File: config.mk
export PLATFORM = sky130hd
export DESIGN_NAME = dm_port_arbiter_flat
export DESIGN_NICKNAME = d
export VERILOG_FILES = /design/src/rtl/dm_port_arbiter_if.sv /design/src/rtl/dm_port_arbiter.sv /design/src/flat_wrapper.sv
export SDC_FILE = /design/constraint.sdc
export NUM_CORES = 1
export LEC_CHECK = 0
export CAP_MARGIN = 20
export CELL_PAD_IN_SITES_DETAIL_PLACEMENT = 1
export CELL_PAD_IN_SITES_GLOBAL_PLACEMENT = 1
export CORE_MARGIN = 1.5
export CORE_UTILIZATION = 31
export CTS_CLUSTER_SIZE = 14
export DETAILED_ROUTE_END_ITERATION = 8
export GPL_TIMING_DRIVEN = 0
export HOLD_SLACK_MARGIN = 0.12
export PLACE_DENSITY = 0.94
export REMOVE_ABC_BUFFERS = 1
export SETUP_SLACK_MARGIN = 0.1
export SLEW_MARGIN = 25
export SYNTH_ARGS = -nofsm -noshare
export SYNTH_HDL_FRONTEND = slang
export SYNTH_SLANG_ARGS = --single-unit
File: constraint.sdc
create_clock -name Clk -period 3.2 [get_ports Clk]
set_input_delay 0.8 -clock Clk [delete_from_list [all_inputs] [get_ports Clk]]
set_output_delay 0.8 -clock Clk [all_outputs]
set_load 0.01 [all_outputs]
File: src/rtl/dm_port_arbiter_if.sv
// Signal bundle between dm_port_arbiter, its two requesters (M0, M1) and the data memory.
// The arbiter connects through 'slave'; requesters plus memory share the 'master' view.
interface dm_port_arbiter_if;
    logic        M0_Req;
    logic [31:0] M0_Addr;
    logic        M0_WE;
    logic [31:0] M0_WD;
    logic        M0_Byte;
    logic [31:0] M0_PC;
    logic        M0_Ack;
    logic [31:0] M0_RD;

    logic        M1_Req;
    logic [31:0] M1_Addr;
    logic        M1_WE;
    logic [31:0] M1_WD;
    logic        M1_Byte;
    logic [31:0] M1_PC;
    logic        M1_Ack;
    logic [31:0] M1_RD;

    logic [31:0] DM_Addr;
    logic        DM_WE;
    logic [31:0] DM_WD;
    logic        DM_Byte;
    logic [31:0] DM_PC;
    logic [31:0] DM_D;

    modport slave (
        input  M0_Req, M0_Addr, M0_WE, M0_WD, M0_Byte, M0_PC,
        output M0_Ack, M0_RD,
        input  M1_Req, M1_Addr, M1_WE, M1_WD, M1_Byte, M1_PC,
        output M1_Ack, M1_RD,
        output DM_Addr, DM_WE, DM_WD, DM_Byte, DM_PC,
        input  DM_D
    );

    modport master (
        output M0_Req, M0_Addr, M0_WE, M0_WD, M0_Byte, M0_PC,
        input  M0_Ack, M0_RD,
        output M1_Req, M1_Addr, M1_WE, M1_WD, M1_Byte, M1_PC,
        input  M1_Ack, M1_RD,
        input  DM_Addr, DM_WE, DM_WD, DM_Byte, DM_PC,
        output DM_D
    );
endinterface

File: src/rtl/dm_port_arbiter.sv
// Two-requester arbiter for the single data-memory port: latch, one access, one-cycle Ack.
// Define DM_PORT_ARBITER_FIXED_PRIO_EN to give M0 fixed priority instead of round-robin.
module dm_port_arbiter #(
    parameter bit RR_INIT     = 1'b0,
    parameter bit ALIGN_CHECK = 1'b1
) (
    input  logic                   Clk,
    input  logic                   Reset,
    dm_port_arbiter_if.slave       bus,
    output logic                   Busy,
    output logic                   Owner,
    output logic                   Err
);

    typedef enum logic [1:0] {
        S_IDLE  = 2'd0,
        S_SERVE = 2'd1,
        S_DONE  = 2'd2
    } state_t;

    state_t      r_state;
    state_t      w_next;

    logic        r_owner;
    logic [31:0] r_addr;
    logic        r_we;
    logic [31:0] r_wd;
    logic        r_byte;
    logic [31:0] r_pc;
    logic [31:0] r_rd0;
    logic [31:0] r_rd1;

    logic        w_any_req;
    logic        w_grant;
    logic        w_misaligned;
    logic [31:0] w_rd_capture;

    assign w_any_req = bus.M0_Req | bus.M1_Req;

`ifdef DM_PORT_ARBITER_FIXED_PRIO_EN
    assign w_grant = ~bus.M0_Req;
`else
    logic r_rr;

    // Contention goes to r_rr; a lone requester wins outright.
    assign w_grant = (bus.M0_Req & bus.M1_Req) ? r_rr : bus.M1_Req;

    // NOTE: sequential state uses non-blocking assignments so every register
    // samples the pre-edge value of every other register.
    always_ff @(posedge Clk or negedge Reset) begin
        if (!Reset)
            r_rr <= RR_INIT;
        else if (r_state == S_DONE)
            r_rr <= ~r_owner;
    end
`endif

    always_ff @(posedge Clk or negedge Reset) begin
        if (!Reset)
            r_state <= S_IDLE;
        else
            r_state <= w_next;
    end

    // NOTE: w_next gets its default before the case so no path leaves it
    // unassigned, which would otherwise infer a latch.
    always_comb begin
        w_next = r_state;
        case (r_state)
            S_IDLE:  if (w_any_req) w_next = S_SERVE;
            S_SERVE: w_next = S_DONE;
            S_DONE:  w_next = S_IDLE;
            default: w_next = S_IDLE;
        endcase
    end

    always_ff @(posedge Clk or negedge Reset) begin
        if (!Reset) begin
            r_owner <= 1'b0;
            r_addr  <= '0;
            r_we    <= 1'b0;
            r_wd    <= '0;
            r_byte  <= 1'b0;
            r_pc    <= '0;
        end else if (r_state == S_IDLE && w_any_req) begin
            r_owner <= w_grant;
            r_addr  <= w_grant ? bus.M1_Addr : bus.M0_Addr;
            r_we    <= w_grant ? bus.M1_WE   : bus.M0_WE;
            r_wd    <= w_grant ? bus.M1_WD   : bus.M0_WD;
            r_byte  <= w_grant ? bus.M1_Byte : bus.M0_Byte;
            r_pc    <= w_grant ? bus.M1_PC   : bus.M0_PC;
        end
    end

    assign w_misaligned = ALIGN_CHECK && !r_byte && (r_addr[1:0] != 2'b00);
    assign w_rd_capture = (r_we || w_misaligned) ? 32'h0 : bus.DM_D;

    always_ff @(posedge Clk or negedge Reset) begin
        if (!Reset) begin
            r_rd0 <= '0;
            r_rd1 <= '0;
        end else if (r_state == S_SERVE) begin
            if (r_owner)
                r_rd1 <= w_rd_capture;
            else
                r_rd0 <= w_rd_capture;
        end
    end

    // DM_WE is decoded from the async-reset state, so Reset kills a pending write at once.
    assign bus.DM_Addr = r_addr;
    assign bus.DM_WE   = (r_state == S_SERVE) && r_we && !w_misaligned;
    assign bus.DM_WD   = r_wd;
    assign bus.DM_Byte = r_byte;
    assign bus.DM_PC   = r_pc;

    assign bus.M0_Ack  = (r_state == S_DONE) && !r_owner;
    assign bus.M1_Ack  = (r_state == S_DONE) &&  r_owner;
    assign bus.M0_RD   = r_rd0;
    assign bus.M1_RD   = r_rd1;

    assign Busy  = (r_state != S_IDLE);
    assign Owner = r_owner;
    assign Err   = (r_state == S_DONE) && w_misaligned;

endmodule
File: src/flat_wrapper.sv
// flat-port wrapper written by rule: the top's interface ports become plain ports
module dm_port_arbiter_flat 
#(
    parameter bit RR_INIT     = 1'b0,
    parameter bit ALIGN_CHECK = 1'b1
)
  (Clk, Reset, Busy, Owner, Err, bus_M0_Req, bus_M0_Addr, bus_M0_WE, bus_M0_WD, bus_M0_Byte, bus_M0_PC, bus_M0_Ack, bus_M0_RD, bus_M1_Req, bus_M1_Addr, bus_M1_WE, bus_M1_WD, bus_M1_Byte, bus_M1_PC, bus_M1_Ack, bus_M1_RD, bus_DM_Addr, bus_DM_WE, bus_DM_WD, bus_DM_Byte, bus_DM_PC, bus_DM_D);
  dm_port_arbiter_if bus_i ();
  input  logic Clk;
  input  logic Reset;
  output logic Busy;
  output logic Owner;
  output logic Err;
  input wire logic [$bits(bus_i.M0_Req)-1:0] bus_M0_Req;
  input wire logic [$bits(bus_i.M0_Addr)-1:0] bus_M0_Addr;
  input wire logic [$bits(bus_i.M0_WE)-1:0] bus_M0_WE;
  input wire logic [$bits(bus_i.M0_WD)-1:0] bus_M0_WD;
  input wire logic [$bits(bus_i.M0_Byte)-1:0] bus_M0_Byte;
  input wire logic [$bits(bus_i.M0_PC)-1:0] bus_M0_PC;
  output wire logic [$bits(bus_i.M0_Ack)-1:0] bus_M0_Ack;
  output wire logic [$bits(bus_i.M0_RD)-1:0] bus_M0_RD;
  input wire logic [$bits(bus_i.M1_Req)-1:0] bus_M1_Req;
  input wire logic [$bits(bus_i.M1_Addr)-1:0] bus_M1_Addr;
  input wire logic [$bits(bus_i.M1_WE)-1:0] bus_M1_WE;
  input wire logic [$bits(bus_i.M1_WD)-1:0] bus_M1_WD;
  input wire logic [$bits(bus_i.M1_Byte)-1:0] bus_M1_Byte;
  input wire logic [$bits(bus_i.M1_PC)-1:0] bus_M1_PC;
  output wire logic [$bits(bus_i.M1_Ack)-1:0] bus_M1_Ack;
  output wire logic [$bits(bus_i.M1_RD)-1:0] bus_M1_RD;
  output wire logic [$bits(bus_i.DM_Addr)-1:0] bus_DM_Addr;
  output wire logic [$bits(bus_i.DM_WE)-1:0] bus_DM_WE;
  output wire logic [$bits(bus_i.DM_WD)-1:0] bus_DM_WD;
  output wire logic [$bits(bus_i.DM_Byte)-1:0] bus_DM_Byte;
  output wire logic [$bits(bus_i.DM_PC)-1:0] bus_DM_PC;
  input wire logic [$bits(bus_i.DM_D)-1:0] bus_DM_D;
  assign bus_i.M0_Req = bus_M0_Req;
  assign bus_i.M0_Addr = bus_M0_Addr;
  assign bus_i.M0_WE = bus_M0_WE;
  assign bus_i.M0_WD = bus_M0_WD;
  assign bus_i.M0_Byte = bus_M0_Byte;
  assign bus_i.M0_PC = bus_M0_PC;
  assign bus_M0_Ack = bus_i.M0_Ack;
  assign bus_M0_RD = bus_i.M0_RD;
  assign bus_i.M1_Req = bus_M1_Req;
  assign bus_i.M1_Addr = bus_M1_Addr;
  assign bus_i.M1_WE = bus_M1_WE;
  assign bus_i.M1_WD = bus_M1_WD;
  assign bus_i.M1_Byte = bus_M1_Byte;
  assign bus_i.M1_PC = bus_M1_PC;
  assign bus_M1_Ack = bus_i.M1_Ack;
  assign bus_M1_RD = bus_i.M1_RD;
  assign bus_DM_Addr = bus_i.DM_Addr;
  assign bus_DM_WE = bus_i.DM_WE;
  assign bus_DM_WD = bus_i.DM_WD;
  assign bus_DM_Byte = bus_i.DM_Byte;
  assign bus_DM_PC = bus_i.DM_PC;
  assign bus_i.DM_D = bus_DM_D;
  dm_port_arbiter #(.RR_INIT(RR_INIT), .ALIGN_CHECK(ALIGN_CHECK)) u_core (.Clk(Clk), .Reset(Reset), .bus(bus_i), .Busy(Busy), .Owner(Owner), .Err(Err));
endmodule
# == Word-level counts from Yosys, hierarchy flattened ==
# Index checks and enable logic that the tools add are counted.
# Widths: inputs -> output; s select.
# word_totals
inputBits,232
output_inout_bits,167
wordCells,41
ff_bits,166
# classes
muxes,9
n_eq_ne,3
n_bitwise,3
n_reduce_logical,16
# ops
operator,n
$mux 32,4
$logic_and 1x1->1,7
$pmux 2 s2,1
$reduce_and 2->1,2
$reduce_bool 2->1,2
$logic_not 1->1,3
$mux 1,3
$eq 2x1->1 const B,1
$eq 2x2->1 const B,1
$logic_not 2->1,1
$mux 2,1
$ne 2x1->1 const B,1
$and 1x1->1,1
$logic_or 1x1->1,1
$not 1->1,1
$or 1x1->1,1

# == Depth between registers and ports, before layout ==
# Gate-level depths: netlist of the first run.
# depth
depth_word,4
ltp_mapped,7
depth_no_buf,3

# == Worst setup path before layout of the first run ==
# No wires, ideal clock.
# synth_timing
kind,register -> output
startpoint,register u_core.r_state[0]
endpoint,output port Busy
t_arrival_ns,1.172
slack_ns,1.228
stages_incl_launch_ff,5
n_path_buf,2
path_cell_list,dfrtp_1 > nor2_1 > clkbuf_1 > clkbuf_1 > inv_1
# synth_between
elab_chain_len,1
# synth_rtl
element,line,rtl
start: declaration,dm_port_arbiter.sv:21,state_t r_state;
start signal: assignment,dm_port_arbiter.sv:62,r_state <= w_next;
$reduce_bool 2->1,dm_port_arbiter.sv:122,assign Busy = (r_state != S_IDLE);
end: declaration,flat_wrapper.sv:11,output logic Busy;
# No other way between the ends.

# == Worst setup path in the final report of the first run ==
# layout_timing
startpoint,input port bus_M0_Req
endpoint,register u_core.r_addr[16] (netlist: u_core.bus.DM_Addr[16])
# layout_between
elab_chain_len,3
# layout_rtl
element,line,rtl
start: declaration,flat_wrapper.sv:14,input wire logic [$bits(bus_i.M0_Req)-1:0] bus_M0_Req;
$and 1x1->1,dm_port_arbiter.sv:46,assign w_grant = (bus.M0_Req & bus.M1_Req) ? r_rr : bus.M1_Req;
$mux 1,dm_port_arbiter.sv:46,
$mux 32,dm_port_arbiter.sv:87,r_addr <= w_grant ? bus.M1_Addr : bus.M0_Addr;
end signal: assignment,dm_port_arbiter.sv:87,
end: declaration,dm_port_arbiter.sv:25,logic [31:0] r_addr;
# Parallel ways exist; a longest one is shown, timed or not.
# A chain may end at the register's enable or synchronous reset.

==> reports/qor.csv, run 1 <==
metric,value,unit
finalHoldViolCount,0,
crit_path_max_fanout,55,
synth.distinct_cells,24,
drt_drc_violations_left,0,
synthXorXnorAreaFrac,0,%
track_usage,27.1,%
setup_viol,0,
drtPass1Iterations,5,
clk_pin_slew,0.08,ns
cts_buffer_depth,2,
stdcell_area,0.0125,mm^2
fin_ws,0.251,ns
insertion_delay,0.42,ns
period_needed,2.95,ns
multi_input_area,0.00305,mm^2
async_flop_share,100,%
startpoint,bus_M0_Req,
required,3.47,ns
synth-simple-area-share,12.5,%
fmax,339,MHz
r2r_end,u_core.bus.DM_Addr[16],
via_per_inst,5.50,
tns,0,ns
crit_path_end,u_core.bus.DM_Addr[16],
r2r-start,u_core.r_state[0],
syn_inst,838,
nNetsFinal,1405,
synthFlopType,dfrtp_1,
placed_cell_area,0.0120,mm^2
cts.repair.resized,0,
grt_max_degree,85,
rsz0062_at_grt,false,
grt_pass1_vias,9134,
io_buffers,398,
maxSlewHeadroom,47.4,%
grt_pass1_wl,54000,um
synthAdderAreaFrac,0,%
ant_nets,0,
r2r_slack,0.73,ns
drive_gt1_share,4.97,%
end_kind,flop,
detail_route.iter0.violations,476,
antenna_found_initial,2,
drv_cap,0,
dp_slack,-0.140,ns
gp_congestion,0.823,
start_util,31.5,%
placed_cells,1478,
yosysWarnings,0,
post-cts-setup-buffer-count,0,
die_area,0.0256,mm^2
ys_seq_area_share,54.4,%
row_count,57,
rr_worst_depth,4,
vdd_drop_max,433,uV
cp_data_arrival_time,3.22,ns
met3_usage,10.1,%
slew_viol_final,0,
wl,35300,um
final_cell_mix,"clkdlybuf4s50_1, dfrtp_1, o21ai_0, nand3_1",
die_h,160,um
core,0.0242,mm^2
seq_area,0.00415,mm^2
cts_tree,done,
wl_per_cell,23.3,um
layout_commonest_cell,clkdlybuf4s50_1,
cts_htree_levels,4,
dp_hpwl,24900,um
use_met1,30.8,%
path_class,input pin to flop,
fin_skew,0.0128,ns
finalCritPeriodShare,92.2,%
synthesis.area,0.00764,mm^2
busiest_layer,met2,
cts_hold_buffers,0,
syn_area_per_cell,9.12,um^2
numCtsBuffers,17,
layout.cells.non_filler,1512,
via_count,8312,
synth.ff_latch_count,166,
boundaryPins,399,
met2_usage,47.2,%
synth_edf_count,0,
synthMuxAreaShare,0,%
grt.overflow.total,0,
status,"finished, final reports clean",
synth_compound_area_share,26.9,%
p_leak,4.79,nW
power_density,917,mW/mm^2
area_growth,64.0,%
root_buffer,clkbuf_16,
critPathLaunchType,input pin,
fp.dieW,160,um
worst_pin_slew,0.788,ns
cts_sinks,166,
synth_top_family_by_area,compound AO/OA/AOI/OAI gates,
n_fill_cell,2711,
min_path_type,input pin to asynchronous set/reset pin,
cell type report:
class	count	share of cell area (%)
inverter	3	0.110
timing repair buffer	413	34.6
multi-input combinational	572	24.3
sequential	166	33.2
antenna	2	0.0399
clock buffer	18	3.43
tap	324	3.24
clock inverter	14	1.14
per-stage QoR:
stage	util, %	total power, mW	hold slack [ns]
6_report	51.7	11.5	0.376
3_3_place_gp	47.7	8.31	0.461
3_5_place_dp	49.3	9.47	0.475
4_1_cts	51.7	11.5	0.385
2_1_floorplan	-	6.00	0.464
5_1_grt	51.7	12.1	0.388
cells in the mapped netlist, drive strengths merged, types with 2 or more instances:
cell / n / area (um^2)
nor2b: 2 / 12.5
nand3: 99 / 495
o2bb2ai: 32 / 280
o21ai: 131 / 656
nand2b: 3 / 18.8
buf: 23 / 190
a21oi: 98 / 490
inv: 3 / 11.3
dfrtp: 166 / 4150
nand2: 97 / 364
clkbuf: 74 / 279
a31oi: 98 / 613
nor2: 4 / 15.0
flip-flops by register name, summed over array words and instances, names as in the netlist:
signal,cells
u_core.bus.M1_RD,32
u_core.r_we,1
u_core.r_state,2
u_core.bus.DM_PC,32
u_core.Owner,1
u_core.bus.DM_WD,32
u_core.bus.DM_Byte,1
u_core.bus.DM_Addr,32
u_core.r_rr,1
u_core.bus.M0_RD,32
kinds of logic after synthesis:
kind of cell	Yosys count
and+or+nand+nor	211
buffers and inverters	100
DFF	166
AOI/OAI and AO/OA	361
worst min-delay path by stage:
| stage | end | slack (ns) |
|---|---|---|
| after detailed placement | u_core.bus.M1_RD[20] | 0.48 |
| after floorplan | u_core.r_rr | 0.46 |
| after global placement | u_core.bus.M0_RD[27] | 0.46 |
| after CTS | u_core.bus.M0_RD[17] | 0.38 |
| after global routing | u_core.bus.DM_PC[18] | 0.39 |
| final | u_core.bus.M1_RD[21] | 0.38 |
worst max-delay path, stage by stage:
cell	delay (ns)
clkdlybuf4s50_1	0.55
or2_4	0.65
and2_4	0.68
buf_16	0.30
a31oi_1	0.16
metal layers:
layer | vias to the layer above | routed length (um)
li1 | 3716 | -
met1 | 4198 | 13400
met2 | 348 | 17800
met3 | 50 | 3110
met4 | 0 | 913
met5 | - | 0
power by group:
group          total [mW]  internal (mW)  switching, mW
clock network        2.03           1.04          0.992
logic                5.83           2.77           3.07
registers            3.63           3.03          0.596
total                11.5           6.84           4.65
Note: power is estimated with default switching activity, not from simulation.
==> run 2, diff against run 1 <==
- CAP_MARGIN: 20 -> 15
- CTS_CLUSTER_DIAMETER: default -> 40
==> results of run 2 <==
Final layout, timing and power as in run 1 (identical DEF).
==> run 3, diff against run 2 <==
- HOLD_SLACK_MARGIN: 0.12 -> 0.15
==> results of run 3 <==
Final layout, timing and power as in run 1 (identical DEF).
